<file path="config.mk">
export PLATFORM = sky130hd
export DESIGN_NAME = pipeline_hazard_ctrl
export DESIGN_NICKNAME = d
export VERILOG_FILES = /design/src/rtl/pipeline_hazard_ctrl.sv
export SDC_FILE = /design/constraint.sdc
export NUM_CORES = 1
export LEC_CHECK = 0
export ABC_CLOCK_PERIOD_IN_PS = 3900
export BUFFER_PORTS_ARGS = -buffer_cell sky130_fd_sc_hd__buf_2
export CORE_MARGIN = 2
export CORE_UTILIZATION = 55
export CTS_BUF_LIST = sky130_fd_sc_hd__clkbuf_4
export DETAILED_ROUTE_END_ITERATION = 7
export GPL_ROUTABILITY_DRIVEN = 1
export PLACE_DENSITY_LB_ADDON = 0.15
export SETUP_SLACK_MARGIN = 0.1
export SYNTH_ARGS = -nofsm -noshare
export SYNTH_HDL_FRONTEND = slang
export SYNTH_SLANG_ARGS = --single-unit
</file>
<file path="constraint.sdc">
create_clock -name Clk -period 3.9 [get_ports Clk]
set_input_delay 0.78 -clock Clk [delete_from_list [all_inputs] [get_ports Clk]]
set_output_delay 0.78 -clock Clk [all_outputs]
set_load 0.02 [all_outputs]
</file>
<file path="src/rtl/pipeline_hazard_ctrl.sv">
// Stall/flush sequencer for the 5-stage pipe: load-use stalls, taken-branch kills,
// memory-wait freeze with a watchdog, sticky error flag and saturating stall counter.
module pipeline_hazard_ctrl #(
  parameter int MEM_TIMEOUT = 15,
  parameter int STALL_W     = 16
) (
  input  logic               Clk,
  input  logic               Rst_n,
  input  logic [4:0]         ID_Rs,
  input  logic [4:0]         ID_Rt,
  input  logic               ID_UsesRt,
  input  logic               EX_MemRead,
  input  logic [4:0]         EX_RegDst,
  input  logic               EX_BranchTaken,
  input  logic               MEM_Req,
  input  logic               MEM_Ready,
  output logic               PCWrite,
  output logic               IF_ID_Write,
  output logic               IF_ID_Flush,
  output logic               ID_EX_Write,
  output logic               ID_EX_Flush,
  output logic               EX_MEM_Write,
  output logic               MEM_WB_Bubble,
  output logic               MemError,
  output logic [STALL_W-1:0] StallCount
);

  localparam int WCW = (MEM_TIMEOUT < 1) ? 1 : $clog2(MEM_TIMEOUT + 1);
  localparam logic [WCW-1:0]     TMO  = WCW'(MEM_TIMEOUT);
  localparam logic [STALL_W-1:0] SMAX = '1;

  typedef enum logic [1:0] {RUN, MEM_WAIT, ERROR} state_t;

  state_t         state, state_nxt;
  logic [WCW-1:0] wait_cnt, wait_cnt_nxt;
  logic           mem_err_nxt;
  logic           freeze, hazard;

  assign freeze = MEM_Req & ~MEM_Ready;
  assign hazard = EX_MemRead & (EX_RegDst != 5'd0) &
                  ((EX_RegDst == ID_Rs) | (ID_UsesRt & (EX_RegDst == ID_Rt)));

  // Defaults describe the frozen pipe, which is also what reset must present.
  always_comb begin
    PCWrite       = 1'b0;
    IF_ID_Write   = 1'b0;
    IF_ID_Flush   = 1'b0;
    ID_EX_Write   = 1'b0;
    ID_EX_Flush   = 1'b0;
    EX_MEM_Write  = 1'b0;
    MEM_WB_Bubble = 1'b1;
    if (Rst_n && state != ERROR && !freeze) begin
      MEM_WB_Bubble = 1'b0;
      ID_EX_Write   = 1'b1;
      EX_MEM_Write  = 1'b1;
      if (EX_BranchTaken) begin
        PCWrite     = 1'b1;
        IF_ID_Write = 1'b1;
        IF_ID_Flush = 1'b1;
        ID_EX_Flush = 1'b1;
      end else if (hazard) begin
        ID_EX_Flush = 1'b1;
      end else begin
        PCWrite     = 1'b1;
        IF_ID_Write = 1'b1;
      end
    end
  end

  always_comb begin
    state_nxt    = state;
    wait_cnt_nxt = wait_cnt;
    mem_err_nxt  = MemError;
    unique case (state)
      RUN: begin
        if (freeze) begin
          state_nxt    = MEM_WAIT;
          wait_cnt_nxt = WCW'(1);
        end
      end
      MEM_WAIT: begin
        if (!freeze) begin
          state_nxt    = RUN;
          wait_cnt_nxt = '0;
        end else if (wait_cnt == TMO) begin
          state_nxt   = ERROR;
          mem_err_nxt = 1'b1;
        end else begin
          wait_cnt_nxt = wait_cnt + WCW'(1);
        end
      end
      ERROR:   mem_err_nxt = 1'b1;
      default: state_nxt = RUN;
    endcase
  end

  always_ff @(posedge Clk or negedge Rst_n) begin
    if (!Rst_n) begin
      state      <= RUN;
      wait_cnt   <= '0;
      MemError   <= 1'b0;
      StallCount <= '0;
    end else begin
      state    <= state_nxt;
      wait_cnt <= wait_cnt_nxt;
      MemError <= mem_err_nxt;
      if (!PCWrite && StallCount != SMAX)
        StallCount <= StallCount + STALL_W'(1);
    end
  end

endmodule

</file>
==> run summary, run 1 <==
Worst IR Drop VDD: 0.0004644 V
Dominant cells by area after synthesis: dfrtp_1, xnor2_1, xor2_1, nor2_1, nand3_1
Crit end category: output port
Fillers: 178
Clk pin slew, worst setup/hold paths: 0.13 ns
Layout cells sized above 1: 0.3169
Post-synth EDFFs: 0
Post-CTS Hold Buffers: 0
Maximum number of pins on one net before global-route repair: 24
Die W: 53.04 microns
DR WL/cell: 14.16 microns
Tcrit/Tclk final: 0.7749
Critical path arrival: 2.24 ns
Critical-path cell list: buf_2, or4_1, o21ai_2, nor2_1, a21oi_4, buf_2
Worst Path Max Fanout: 11
Vias in the first global route: 1137
Clk pwr share: 0.160
Worst-margin pin slew: 0.5342 ns
CP peak stage delay: 0.55 ns
Sequential area share after synthesis: 0.4352
Gpl congestion: 0.8033
Max-slew violations: 0
Initial antenna violation count: 0
Setup TNS: 0 ns
Fmax: 0.3309 GHz
All-layer global routing usage: 0.2447
Root buf cell: clkbuf_4
Routed WL: 2988 microns
Hold Violations, Final: 0
Register area: 575.6 sq um
Hold WC Path Type: input pin to async pin
Worst Setup SP: EX_RegDst[1]
Multi-input gate area: 713.2 sq um
Crit path max-delay cell type: or4_1
Max cap viols: 0
IO Port Bufs: 45
Post-Syn Nets: 160
Post-Syn Area: 1323 sq um
I/O pins: 46
Clock Tree Buf Depth: 2
Leakage power total: 0.0007211 uW
Rel. slew slack: 0.6412
CP Data Required Time: 3.12 ns
H-tree Lvls: 1
DR pass1 iterations: 4
Total power: 695.3 uW
Skew final: 0.009456 ns
First DRT Iteration DRCs: 29
Total Die Area: 2813 sq um
Nets: 208
Synthesis-to-finish area growth: 20.91%
Die Y: 53.04 microns
RSZ-0062 raised after global routing: no
Via count: 1173
Grt ovf: 0
Synth top area share: 0.4352
Int Pwr: 416.6 uW
Reg2reg start: StallCount[2]
Outcome: completed
Flop pwr share: 0.484
Final setup vio count: 0
Vias/cell: 5.559
DR DRC count: 0
Psw: 278.7 uW
Asr flop ratio synth: 1.000
PD cells: 434.8 nW/um^2
Yosys warns: 0
Core area: 2233 sq um
Rows: 17
Crit Path Class: input pin to output port
Cells after synthesis: 136
Synth area leader: dfrtp_1
First-pass GRT wire length: 5002 microns
Switching share of power: 0.4008
# Post-CTS Setup Buffers: 0
Top FF cell, synth: dfrtp_1
Min Tclk post-route: 3.022 ns
# diodes: 0
DP Wirelength: 2308 microns
Cts repair resizes: 0
Top delay family on crit path: simple AND/OR/NAND/NOR gates
CP dominant cell by count: buf_2
Clock buffer count from CTS: 3
CTS tree: done
Bufs and invs on worst path: 2
Clock Sinks: 23
Post-route ant nets: 0
FF+latch count, synth: 23
Synthesized area per cell: 9.724 sq um
Combinational Power Share: 0.357
Startpoint types: input pin
Initial Utilization: 0.5922
Cell variety after synth: 35
Worst skew pair latency: 0.31 ns
layout make-up:
class	instances	area share
inverters	4	0.009390
clock inverters	1	0.003130
repair buffers	46	0.1455
multi-input cells	106	0.4460
clock buffers	3	0.01408
flip-flops and latches	23	0.3599
well taps	28	0.02191
sequential cells by signal, indices dropped and copies added (netlist names):
signal,flops
MemError,1
StallCount,16
state,2
wait_cnt,4
logic make-up after synthesis:
kind of cell	after synthesis	synth area share
AND/OR/NAND/NOR	61	0.2517
adder cells (fa/ha/maj)	2	0.01892
buffers and inverters	7	0.02553
XOR/XNOR	24	0.1589
flip-flops	23	0.4352
multiplexers	3	0.02460
AO/OA/AOI/OAI	16	0.08516
placed cells by master (no fill, tap or decap), drive strengths merged:
cell / Yosys / layout
buf: 2 / 46
dfrtp: 23 / 23
nor2: 14 / 14
xnor2: 13 / 13
xor2: 11 / 11
nand2: 10 / 10
nand3: 9 / 9
nor4: 7 / 7
nand4: 6 / 6
a21oi: 6 / 6
inv: 4 / 4
o21ai: 4 / 4
clkbuf: 1 / 3
nand2b: 2 / 2
o22ai: 2 / 2
nor2b: 2 / 2
nor4b: 2 / 2
or2: 2 / 2
mux2: 2 / 2
nor3: 2 / 2
ha: 2 / 2
or4: 1 / 1
and2: 1 / 1
and3b: 1 / 1
o31ai: 1 / 1
o21bai: 1 / 1
o41ai: 1 / 1
and3: 1 / 1
a211oi: 1 / 1
mux2i: 1 / 1
nor3b: 1 / 1
clkinv: 0 / 1
power groups by stage:
| stage | sequential (uW) | clock, uW | combinational [uW] |
|---|---|---|---|
| 6_report | 336 | 111 | 248 |
| 5_1_grt | 345 | 127 | 275 |
| 4_1_cts | 335 | 113 | 252 |
| 3_5_place_dp | 339 | 0 | 251 |
| 3_3_place_gp | 335 | 0 | 238 |
| 2_1_floorplan | 377 | 0 | 115 |
cell usage after synthesis, drive strengths merged, types with 2 or more instances:
master / number
nor4b: 2
a21oi: 6
o21ai: 4
mux2: 2
nor2b: 2
xnor2: 13
nand4: 6
inv: 4
nor4: 7
nand3: 9
buf: 2
nand2: 10
nor2: 14
nand2b: 2
xor2: 11
or2: 2
nor3: 2
dfrtp: 23
o22ai: 2
ha: 2
per-layer routing:
metal	vias up	GRT usage	share of wire
met2	35	0.4458	0.51
li1	575	-	-
met5	-	0	0
met4	0	0.07692	0.0057
met3	2	0.04520	0.054
met1	561	0.2878	0.43
final timing paths:
path,end,slack (ns),cells after the start
max reg2reg,StallCount[4],1.71,6
max in group asynchronous,StallCount[4],3.21,2
min,StallCount[15],0.45,2
min in group Clk,MemError,0.48,1
min reg2reg,MemError,0.48,1
max,PCWrite,0.88,6
stage by stage:
stage               instance area (sq um)  utilization  instances  hold slack (ns)  setup WS, ns
finish                               1599       0.7160        211           0.4512        0.8778
global route                         1599       0.7160        211           0.4524        0.7994
CTS                                  1599       0.7160        211           0.4523        0.8820
detailed placement                   1572       0.7036        207           0.4537        0.8829
global placement                     1572       0.7036        207           0.4483        0.9231
floorplan                            1323            -        136           0.4739         1.044
Note: power is estimated with default switching activity, not from simulation.
==> run 2, diff against run 1 <==
Settings changed: ABC_AREA from default to 1, ABC_CLOCK_PERIOD_IN_PS 3900 to 2700, CORE_UTILIZATION 55 to 48.
Clock period 3.9 ns to 2.7 ns, I/O delays scaled along.
==> run summary, run 2 <==
Sequential area share after synthesis: 0.3695
Fmax: 0.4516 GHz
Min Tclk post-route: 2.215 ns
Max cap viols: 0
Post-Syn Nets: 265
Most common cell after layout, fill and taps aside: nand2_1
PD cells: 470.3 nW/um^2
Largest regs: StallCount (16), wait_cnt (4), state (2)
Initial Utilization: 0.5061
Synth area leader: dfrtp_1
Fin util: 0.5943
Startpoint types: input pin
Yosys warns: 0
First-pass GRT wire length: 5285 microns
Via count: 1525
Worst Path Max Fanout: 28
Final Worst Setup Slack: 0.4855 ns
Worst skew pair latency: 0.31 ns
Crit end category: output port
Fillers: 308
Clock buffer count from CTS: 3
Post-Syn Area: 1558 sq um
DP Wirelength: 2459 microns
Max-slew violations: 0
Vias/cell: 4.621
# Post-CTS Setup Buffers: 0
Clock Tree Buf Depth: 2
Dominant cells by area after synthesis: dfrtp_1, nand2_1, inv_1, nand3_1, nor2_1
Combinational Power Share: 0.305
Grt ovf: 0
Vias in the first global route: 1305
DR WL/cell: 9.579 microns
CP Data Required Time: 2.16 ns
Int Pwr: 547.6 uW
Synth top area share: 0.3695
Synthesized area per cell: 6.464 sq um
Final setup vio count: 0
CTS tree: done
DR pass1 iterations: 4
Switching share of power: 0.3635
Post-route ant nets: 0
Die Y: 60.97 microns
Core area: 3078 sq um
Routed WL: 3161 microns
Tcrit/Tclk final: 0.8202
Crit Path Class: input pin to output port
Hold Violations, Final: 0
Asr flop ratio synth: 1.000
# diodes: 0
Critical path arrival: 1.67 ns
Synth top cells by count: nand2_1, inv_1, nor2_1, nand3_1, dfrtp_1
Max FFs per register: 16
Top FF cell, synth: dfrtp_1
Pre-CTS setup slack: 0.4813 ns
Setup TNS: 0 ns
Worst IR Drop VDD: 0.0003163 V
Clock Sinks: 23
Clk pwr share: 0.196
Most frequent cell after synthesis: nand2_1
Total Die Area: 3717 sq um
Maximum number of pins on one net before global-route repair: 29
I/O pins: 46
Hold slack: 0.2106 ns
Outcome: completed
Synthesis-to-finish area growth: 17.43%
DR DRC count: 0
H-tree Lvls: 1
Nets: 311
Post-synth EDFFs: 0
Leakage power total: 0.001067 uW
Clk pin slew, worst setup/hold paths: 0.13 ns
First DRT Iteration DRCs: 71
Worst-margin pin slew: 0.5124 ns
All-layer global routing usage: 0.1843
Initial antenna violation count: 0
Cells after synthesis: 241
Commonest cells after routing, fill and taps aside: nand2_1, buf_2, inv_1
RSZ-0062 raised after global routing: no
Hold WC Path Type: input pin to async pin
Root buf cell: clkbuf_4
Gpl congestion: 0.7894
Cell variety after synth: 25
Die W: 60.97 microns
Rel. slew slack: 0.6574
Layout cells sized above 1: 0.2063
Psw: 312.7 uW
Reg with most FFs: StallCount
Flop pwr share: 0.499
IO Port Bufs: 45
FF+latch count, synth: 23
Post-CTS Hold Buffers: 0
Rows: 20
Cts repair resizes: 0
Skew final: 0.01338 ns
[run 2: logic make-up (layout without fill, tap and decap cells)]
family,Yosys count,after routing,share of synthesized area
AND/OR/NAND/NOR,155,155,0.4233
AO/OA/AOI/OAI,10,10,0.03454
adder cells (fa/ha/maj),2,2,0.01606
flip-flops,23,23,0.3695
XOR/XNOR,5,5,0.02811
buffers and inverters,46,91,0.1285
[run 2: path summary, 6_finish.rpt]
check | start | end | slack (ns) | depth (start not counted)
worst max-delay path | EX_RegDst[4] | IF_ID_Write | 0.49 | 11
worst min-delay path | Rst_n | StallCount[7] | 0.21 | 2
worst max register to register | StallCount[0] | StallCount[8] | 0.76 | 8
worst min register to register | MemError | MemError | 0.49 | 1
max in group asynchronous | Rst_n | StallCount[10] | 2.25 | 2
min in group Clk | MemError | MemError | 0.49 | 1
[run 2: power groups by stage]
stage                     logic [uW]  clock network, uW  registers (uW)
final                            262                168             430
after detailed placement         264                  0             436
after CTS                        265                178             429
after global routing             296                191             435
after floorplan                  136                  0             477
after global placement           261                  0             436
[run 2: critical path, cell delays in order]
cell and delay [ns]:
buf_2 0.12, inv_2 0.04, nand2_1 0.05, nand2_1 0.05, nor2_1 0.12, nand3_1 0.08
nand2_1 0.10, nand3_2 0.09, nand2_4 0.23, inv_1 0.08, buf_2 0.16
[run 2: stage by stage]
| stage | instance area, sq um | power (uW) | std cells |
|---|---|---|---|
| finish | 1829 | 860.3 | 330 |
| global route | 1829 | 921.8 | 330 |
| CTS | 1829 | 872.3 | 330 |
| detailed placement | 1799 | 700.3 | 326 |
| global placement | 1799 | 697.3 | 326 |
| floorplan | 1558 | 613.0 | 241 |
[run 2: area by class of cell]
class,instances,area [sq um],area share
multi-input combinational,172,782.0,0.4275
sequential,23,575.6,0.3146
timing repair buffer,46,232.7,0.1272
inverter,41,153.9,0.08413
tap,44,55.05,0.03010
clock buffer,4,30.03,0.01642
[run 2: per-layer routing]
layer	GRT usage	wire length, microns	up-vias
met5	0	0	-
met4	0.04969	0	0
met3	0.02132	108	0
met2	0.3057	1447	29
met1	0.2564	1605	666
li1	-	-	830
==> run 3, diff against run 2 <==
Settings changed: ABC_AREA 1 to 0, ABC_CLOCK_PERIOD_IN_PS 2700 to 1800, CORE_UTILIZATION 48 to 46.
Clock period 2.7 ns to 1.8 ns, I/O delays scaled along.
==> run summary, run 3 (same netlist as run 1, synthesis figures left out) <==
H-tree Lvls: 1
DR WL/cell: 18.48 microns
Critical path arrival: 1.65 ns
Tcrit/Tclk final: 1.114
DP Wirelength: 2572 microns
Startpoint types: input pin
Gpl congestion: 0.8008
All-layer global routing usage: 0.2361
Multi-input gate area: 963.4 sq um
Critical-path cell list: buf_6, or4_4, o21ai_4, buf_6, nor2b_1, nor2_1, nor2_2, buf_6
Synthesis-to-finish area growth: 72.00%
Die W: 57.62 microns
Worst IR Drop VDD: 0.001061 V
Clock buffer count from CTS: 3
Min Tclk post-route: 2.006 ns
Cells after DPL: 233
Crit Path Class: input pin to output port
Commonest cells after routing, fill and taps aside: buf_2, buf_4, dfrtp_1
Max cap viols: 0
CP Data Required Time: 1.44 ns
Post-route ant nets: 0
Skew final: 0.01332 ns
RSZ-0062 raised after global routing: yes
# diodes: 0
Crit end category: output port
Clock Sinks: 23
Hold WC Path Type: input pin to async pin
Post-CTS Hold Buffers: 0
Crit path max-delay cell type: or4_4
I/O pins: 46
Critical path depth in cells: 8
Maximum number of pins on one net before global-route repair: 24
First DRT Iteration DRCs: 86
Final Worst Setup Slack: -0.2058 ns
Initial Utilization: 0.4838
IO Port Bufs: 45
Bufs and invs on worst path: 3
Reg2reg start: StallCount[4]
CP peak stage delay: 0.54 ns
Total Die Area: 3320 sq um
Clock Tree Buf Depth: 2
Rows: 19
Failing checks: negative setup slack
Clk pin slew, worst setup/hold paths: 0.15 ns
CP dominant cell by count: buf_6
Most common cell after layout, fill and taps aside: buf_2
Routed WL: 4768 microns
Rel. slew slack: 0.6020
Via count: 1459
Hold slack: 0.06086 ns
Die Y: 57.62 microns
Fin util: 0.8320
DR pass1 iterations: 4
Max FFs per register: 16
Worst-margin pin slew: 0.5956 ns
Reg with most FFs: StallCount
Leakage power total: 0.001000 uW
Total power: 1951 uW
First-pass GRT wire length: 6085 microns
Final setup vio count: 14
PD cells: 857.6 nW/um^2
Worst skew pair latency: 0.33 ns
Core area: 2734 sq um
Max-slew violations: 0
Top delay family on crit path: simple AND/OR/NAND/NOR gates
Register area: 579.3 sq um
Vias/cell: 5.655
Nets: 252
Hold Violations, Final: 0
Worst R2R Path Depth: 6
Layout Cells excl Fill: 258
Fillers: 131
Layout cells sized above 1: 0.5903
DR DRC count: 0
Root buf cell: clkbuf_4
Outcome: finished with violations
Largest regs: StallCount (16), wait_cnt (4), state (2)
Fmax: 0.4985 GHz
Vias in the first global route: 1369
Worst Path Max Fanout: 2
Grt ovf: 0
Initial antenna violation count: 0
Worst Setup SP: EX_RegDst[1]
CTS tree: done
[run 3: cell count changes in the layout (fill, tap and decap cells not counted), sizes merged, moves of 6 or more]
cell / delta
nand3: -16
nor2: -15
xnor2: +12
buf: +44
nor4: +6
xor2: +7
inv: -37
nand2: -80
[run 3: worst reg2reg max path: stages (launching register included)]
cell,delay [ns]
dfrtp_1,0.39
nand4_1,0.28
nor4_4,0.44
and3b_2,0.27
a21oi_4,0.27
nor2_2,0.09
xor2_1,0.16
[run 3: layer usage]
metal / GRT usage / part of all wire / wire, microns / up-vias
met1: 0.2695 / 0.40 / 1887 / 705
li1: - / - / - / 667
met5: 0 / 0 / 0 / -
met2: 0.4383 / 0.53 / 2518 / 67
met4: 0.07309 / 0.030 / 144 / 0
met3: 0.04911 / 0.046 / 218 / 20
[run 3: report_power, final]
part	total [uW]	switching (uW)	internal [uW]	leakage, uW
logic	1010	561	449	0.000711
clock network	259	174	85.0	0.0000139
registers	683	70.6	612	0.000275
total	1950	805	1150	0.00100
[run 3: final cells by class]
type | instances | share of cell area
repair buffers | 90 | 0.2849
clock inverters | 1 | 0.003300
flip-flops and latches | 23 | 0.2547
inverters | 4 | 0.006601
clock buffers | 3 | 0.009901
multi-input cells | 106 | 0.4235
well taps | 31 | 0.01705
[run 3: per-stage QoR]
| stage | instance area (sq um) | worst slack, ns | TNS (ns) |
|---|---|---|---|
| 2_1_floorplan | 1381 | -0.1846 | -1.530 |
| 3_3_place_gp | 1803 | -0.1792 | -2.284 |
| 3_5_place_dp | 1803 | -0.2166 | -2.909 |
| 4_1_cts | 2011 | -0.1316 | -0.3902 |
| 5_1_grt | 2275 | -0.2543 | -2.461 |
| 6_report | 2275 | -0.2058 | -1.733 |
[run 3: path summary, 6_finish.rpt]
kind / to / slack [ns]
setup reg to reg: StallCount[4] / -0.20
min in group Clk: state[0] / 0.42
hold / removal: StallCount[9] / 0.06
setup / recovery: ID_EX_Flush / -0.21
max in group asynchronous: StallCount[1] / 1.46
hold reg to reg: MemError / 0.49
[run 3: repair_timing]
action	4_1_cts	5_1_grt
resized for setup	28	28
endpoints found under the setup margin	17	19
buffers inserted	8	13
pin swaps	10	19
